## config.mk

```make
export PLATFORM = sky130hd
export DESIGN_NAME = display_mux_flat
export DESIGN_NICKNAME = d
export VERILOG_FILES = /design/src/rtl/display_mux_if.sv /design/src/rtl/display_mux.sv /design/src/flat_wrapper.sv
export SDC_FILE = /design/constraint.sdc
export NUM_CORES = 1
export LEC_CHECK = 0
export ABC_AREA = 1
export BUFFER_PORTS_ARGS = -buffer_cell sky130_fd_sc_hd__buf_2
export CORE_MARGIN = 10
export CORE_UTILIZATION = 45
export CTS_BUF_LIST = sky130_fd_sc_hd__clkbuf_16
export CTS_CLUSTER_DIAMETER = 200
export CTS_CLUSTER_SIZE = 16
export DETAILED_ROUTE_END_ITERATION = 10
export GPL_TIMING_DRIVEN = 1
export HOLD_SLACK_MARGIN = 0.12
export PLACE_DENSITY = 0.71
export SYNTH_ARGS = -nofsm -noshare
export SYNTH_HDL_FRONTEND = slang
export SYNTH_SLANG_ARGS = --single-unit
```

## constraint.sdc

```tcl
create_clock -name clk -period 2.2 [get_ports clk]
set_input_delay 0.11 -clock clk [delete_from_list [all_inputs] [get_ports clk]]
set_output_delay 0.11 -clock clk [all_outputs]
set_load 0.02 [all_outputs]
```

## src/rtl/display_mux_if.sv

```systemverilog
// Key-entry and display-drive signals of the two-digit display multiplexer.
// The master side supplies hex key values. The slave side (display_mux) returns
// the selected nibble and the active-low digit enables.
interface display_mux_if;
  logic       key_valid;
  logic [3:0] key_num;
  logic [3:0] num;
  logic [1:0] anodes;

  modport master (
    output key_valid,
    output key_num,
    input  num,
    input  anodes
  );

  modport slave (
    input  key_valid,
    input  key_num,
    output num,
    output anodes
  );
endinterface

```

## src/rtl/display_mux.sv

```systemverilog
// display_mux: two-digit time multiplexer placed ahead of the 7-segment decoder.
//
// Behaviour:
//   - Keeps the two most recent hex key values. A new key shifts right into left.
//   - Alternately presents each stored nibble on num.
//   - Drives the matching common-anode enable, active-low.
//
// Optional feature, macro DISPLAY_MUX_BLANKING_EN:
//   - Defined: a both-digits-off interval of BLANK_CYCLES is inserted between
//     showings. This suppresses ghosting.
//   - Undefined: the two digits alternate directly.
//
// Timing notes:
//   - num switches to the upcoming digit on blank entry, so the decoder output
//     settles while both anodes are off.
//   - anodes come straight from flops, so they change only on clock edges.
module display_mux #(
  parameter int REFRESH_CYCLES = 24000,
  parameter int BLANK_CYCLES   = 256
) (
  input  logic         clk,
  input  logic         reset,
  display_mux_if.slave bus
);

  // The counter must hold the longest state duration minus one. Both
  // parameters set the width, even when the blank states are not built.
  localparam int MAX_CYC = (REFRESH_CYCLES > BLANK_CYCLES) ? REFRESH_CYCLES : BLANK_CYCLES;
  localparam int CNT_W   = (MAX_CYC > 2) ? $clog2(MAX_CYC) : 1;

  localparam logic [CNT_W-1:0] SHOW_LOAD = CNT_W'(REFRESH_CYCLES - 1);

  localparam logic [1:0] AN_RIGHT = 2'b10;
  localparam logic [1:0] AN_LEFT  = 2'b01;

`ifdef DISPLAY_MUX_BLANKING_EN
  localparam logic [CNT_W-1:0] BLANK_LOAD = CNT_W'(BLANK_CYCLES - 1);
  localparam logic [1:0]       AN_OFF     = 2'b11;

  typedef enum logic [1:0] {
    SHOW_R   = 2'd0,
    BLANK_RL = 2'd1,
    SHOW_L   = 2'd2,
    BLANK_LR = 2'd3
  } state_t;

  // Coming out of reset, the display sits in the blank that precedes the
  // right digit.
  localparam state_t           RESET_STATE = BLANK_LR;
  localparam logic [CNT_W-1:0] RESET_LOAD  = BLANK_LOAD;
  localparam logic [1:0]       RESET_AN    = AN_OFF;
`else
  typedef enum logic {
    SHOW_R = 1'b0,
    SHOW_L = 1'b1
  } state_t;

  localparam state_t           RESET_STATE = SHOW_R;
  localparam logic [CNT_W-1:0] RESET_LOAD  = SHOW_LOAD;
  localparam logic [1:0]       RESET_AN    = AN_RIGHT;
`endif

  logic [3:0]       left;
  logic [3:0]       right;
  state_t           state;
  state_t           state_next;
  logic [CNT_W-1:0] cnt;
  logic [CNT_W-1:0] cnt_next;
  logic [1:0]       anodes_q;
  logic [1:0]       anodes_next;

  // Digit shift register: each new key enters on the right and pushes the
  // old right digit to the left.
  always_ff @(posedge clk or posedge reset) begin
    if (reset) begin
      left  <= 4'h0;
      right <= 4'h0;
    end else if (bus.key_valid) begin
      left  <= right;
      right <= bus.key_num;
    end
  end

  // State, dwell counter and digit enables are all registered together.
  // This keeps anodes glitch-free.
  always_ff @(posedge clk or posedge reset) begin
    if (reset) begin
      state    <= RESET_STATE;
      cnt      <= RESET_LOAD;
      anodes_q <= RESET_AN;
    end else begin
      state    <= state_next;
      cnt      <= cnt_next;
      anodes_q <= anodes_next;
    end
  end

  // Next-state logic.
  //   - While cnt is non-zero, count down in the current state.
  //   - When cnt reaches zero, enter the next state, reload cnt with that
  //     state's duration minus one, and pre-compute its enables.
  always_comb begin
    state_next  = state;
    cnt_next    = cnt - CNT_W'(1);
    anodes_next = anodes_q;
    if (cnt == '0) begin
`ifdef DISPLAY_MUX_BLANKING_EN
      case (state)
        SHOW_R: begin
          state_next  = BLANK_RL;
          cnt_next    = BLANK_LOAD;
          anodes_next = AN_OFF;
        end
        BLANK_RL: begin
          state_next  = SHOW_L;
          cnt_next    = SHOW_LOAD;
          anodes_next = AN_LEFT;
        end
        SHOW_L: begin
          state_next  = BLANK_LR;
          cnt_next    = BLANK_LOAD;
          anodes_next = AN_OFF;
        end
        default: begin
          state_next  = SHOW_R;
          cnt_next    = SHOW_LOAD;
          anodes_next = AN_RIGHT;
        end
      endcase
`else
      case (state)
        SHOW_R: begin
          state_next  = SHOW_L;
          cnt_next    = SHOW_LOAD;
          anodes_next = AN_LEFT;
        end
        default: begin
          state_next  = SHOW_R;
          cnt_next    = SHOW_LOAD;
          anodes_next = AN_RIGHT;
        end
      endcase
`endif
    end
  end

  // Digit select. The blank that leads into a digit already presents that
  // digit, so the decoder output settles before the anode turns on.
  always_comb begin
    bus.num = right;
    case (state)
`ifdef DISPLAY_MUX_BLANKING_EN
      SHOW_R, BLANK_LR: bus.num = right;
      SHOW_L, BLANK_RL: bus.num = left;
`else
      SHOW_R:           bus.num = right;
      SHOW_L:           bus.num = left;
`endif
      default:          bus.num = right;
    endcase
  end

  assign bus.anodes = anodes_q;

endmodule

```

## src/flat_wrapper.sv

```systemverilog
// flat-port wrapper written by rule: the top's interface ports become plain ports
module display_mux_flat 
#(
  parameter int REFRESH_CYCLES = 24000,
  parameter int BLANK_CYCLES   = 256
)
  (clk, reset, bus_key_valid, bus_key_num, bus_num, bus_anodes);
  display_mux_if bus_i ();
  input  logic clk;
  input  logic reset;
  input wire logic [$bits(bus_i.key_valid)-1:0] bus_key_valid;
  input wire logic [$bits(bus_i.key_num)-1:0] bus_key_num;
  output wire logic [$bits(bus_i.num)-1:0] bus_num;
  output wire logic [$bits(bus_i.anodes)-1:0] bus_anodes;
  assign bus_i.key_valid = bus_key_valid;
  assign bus_i.key_num = bus_key_num;
  assign bus_num = bus_i.num;
  assign bus_anodes = bus_i.anodes;
  display_mux #(.REFRESH_CYCLES(REFRESH_CYCLES), .BLANK_CYCLES(BLANK_CYCLES)) u_core (.clk(clk), .reset(reset), .bus(bus_i));
endmodule
```

==> results.yml <==
sta:
  rsz0062_at_grt: "no"
  relSlewSlack: 0.384
  fin_skew_ns: 0.000844
  hold_viol_final: 0
  setup_tns_ns: 0
  fin_crit_sh: 0.698
  min_period_ns: 1.54
  worst_pin_slew_ns: 0.922
  max_freq_ghz: 0.651
  setup-violations-final: 0
  maxSlewViolCount: 0
final_layout:
  diodes: 0
  final_nets: 184
  areaGrowthSynthToFinish_pct: 16.6
  layout-drive-gt1-share: 0.224
pwr:
  intPower_uw: 743
  swShare: 0.203
  p_leak_nw: 0.746
  seq_power_share: 0.517
  powerDensity_nw_per_um2: 624
  p_sw_uw: 189
  power_frac_comb: 0.071
  finalPower_uw: 932
  clkPwrFrac: 0.412
  peakVddDrop_v: 0.000667
worst_setup_path:
  cpMaxStageDelayCell: "dfstp_2"
  worstPathArrival_ns: 1.68
  endpoint_kind: "flop"
  critPathMaxStageDelay_ns: 0.38
  cp.required_ns: 2.34
  cp-start-kind: "flop"
  crit_chain: "inv_1 -> ha_1 -> nor3b_1 -> nand3_1 -> nand2_1 -> nor2_1"
  criticalPathCategory: "flop to flop"
  rrSetupSlack_ns: 0.66
  worstPathMaxFanout: 4
clock_tree:
  clk_latency_ns: 0.25
  cts_resized: 0
  htree_levels: 1
  cts_tree: "done"
  holdBufCountCts: 5
  root_buffer: "clkbuf_16"
  clk_pin_slew_worst_paths_ns: 0.06
  cts-buffers-inserted: 3
  clkSinkCount: 25
  cts_setup_buffers: 0
  cts.path.max_buffers: 2
placement:
  portBuffers: 12
  dpl.hpwl_mm: 1.84
  routabilityCongestion: 0.852
synth:
  yosys.area_share.simple: 0.328
  avgSynthCellArea_um2: 8.20
  synth-adder-area-share: 0.0196
  synth_top_family_by_area: "simple AND/OR/NAND/NOR gates"
  synth_area_um2: 1280
  synth_flop_cell: "dfstp_2"
  yosysMostFrequentCell: "nand2_1"
  synth.top_cell.area_share: 0.267
  synth_compound_area_frac: 0.0645
  synth_commonest_cells: "nand2_1 (38), nor2_1 (21), inv_1 (16)"
  async_flop_share: 1.00
  synth_edf_count: 0
  synthTopCellsByArea: "dfstp_2 (27%), dfrtp_1 (23%), nand2_1 (11%)"
  synth_nets: 165
  yosysTopAreaCell: "dfstp_2"
  synth.distinct_cells: 21
  synth_seq_area_share: 0.501
  synthCells: 156
  yosys_warnings: 0
  muxShareOfSynthArea: 0
  synth_xor_xnor_area_share: 0.0274
  ys_ff_latch: 25
grt:
  grt_pass1_vias: 1045
  grt.overflow.total: 0
  grt_usage: 0.101
  grt_pass1_wl_mm: 4.51
  grt_max_degree: 26
  grt_antenna_before_repair: 0
floorplanning:
  coreArea_um2: 2730
  die_area_um2: 5380
  pin_count: 13
  rows: 19
  start_util: 0.468
  die_h_um: 73.3
  die_w_um: 73.3
drt:
  wl_per_cell_um: 12.2
  vias: 1030
  drc: 0
  first_pass_iters: 4
  drt-total-wl_mm: 2.51
  via_per_inst: 5.02
  drtIter0Drc: 91
  ant_nets: 0
worst_hold_path:
  hold_path.class: "primary input to flop"
job:
  maxCapViolCount: 0
run_status:
  outcome: "finished, final reports clean"
-- power by group through the flow --
stage,sequential [mW],clock [mW],combinational [mW]
finish,0.482,0.384,0.0657
global placement,0.489,0,0.0580
floorplan,0.488,0,0.0400
detailed placement,0.489,0,0.0609
global route,0.484,0.416,0.0766
CTS,0.482,0.398,0.0677
-- through the flow --
| step | instance area, µm² | cells | setup slack (ns) | utilization | hold slack [ns] |
|---|---|---|---|---|---|
| floorplan | 1280 | 156 | 0.901 | - | 0.128 |
| global placement | 1360 | 196 | 0.766 | 0.499 | 0.317 |
| detailed placement | 1360 | 196 | 0.706 | 0.499 | 0.323 |
| CTS | 1490 | 205 | 0.670 | 0.546 | 0.221 |
| global route | 1490 | 205 | 0.587 | 0.546 | 0.255 |
| finish | 1490 | 205 | 0.665 | 0.546 | 0.219 |
-- per-layer routing --
metal	vias up	part of all wire	GRT usage
met2	10	0.50	0.168
met3	2	0.038	0.0323
met5	-	0	0
li1	527	-	-
met4	0	0.0052	0.0124
met1	491	0.46	0.128
-- registers in the layout, indices dropped and copies added, names as in the netlist --
name	flops
u_core.left	4
u_core.bus.anodes	2
u_core.right	4
u_core.cnt	15
-- final timing paths --
| path | start | to | cells after the start |
|---|---|---|---|
| max | u_core.cnt[0] | u_core.cnt[13] | 6 |
| min | bus_key_valid | u_core.left[2] | 2 |
| max reg2reg | u_core.cnt[0] | u_core.cnt[13] | 6 |
| min reg2reg | u_core.bus.anodes[1] | u_core.bus.anodes[1] | 2 |
| max in group asynchronous | reset | u_core.cnt[6] | 3 |
| min in group asynchronous | reset | u_core.right[0] | 3 |
-- cell usage in the layout, fill, tap and decap left out --
cell           netlist  routed
nand4_1              2       2
xnor2_1              3       3
dlygate4sd3_1        0       5
a21oi_1              6       6
inv_1               16      17
nand2_4              1       1
o21bai_1             1       1
nor2_1              21      21
xor2_1               1       1
nand2_1             38      38
nor3b_1              1       1
nor2_4               2       2
dfstp_2             13      13
o21ai_0              9       9
nand2_2              3       3
clkbuf_16            0       3
ha_1                 2       2
nand3_1             13      13
nand3b_1             4       4
buf_2                0      12
dfrtp_1             12      12
nor2_2               5       5
-- worst max-delay path: cells and delay by family, from the launching register on --
kind          cells  cell delay, ns
buf+inv           1            0.11
fa+ha+maj         1            0.18
flops             1            0.38
simple gates      4            0.75
-- kinds of logic (layout without fill, tap and decap cells) --
kind of cell	count (synthesis)	count (layout)
xor gates and xnor gates	4	4
and+or+nand+nor	90	90
adders and majority gates	2	2
buffers and inverters	19	37
DFF	25	25
AOI/OAI and AO/OA	16	16
-- final cells by class --
class                      instances  area (µm²)
clock inverter                     1        3.75
clock buffer                       3        75.1
multi-input combinational        112         563
fill                             250        1240
inverter                          16        60.1
tap                               31        38.8
sequential                        25         642
timing repair buffer              17         110
(Power assumes the default switching activity.)
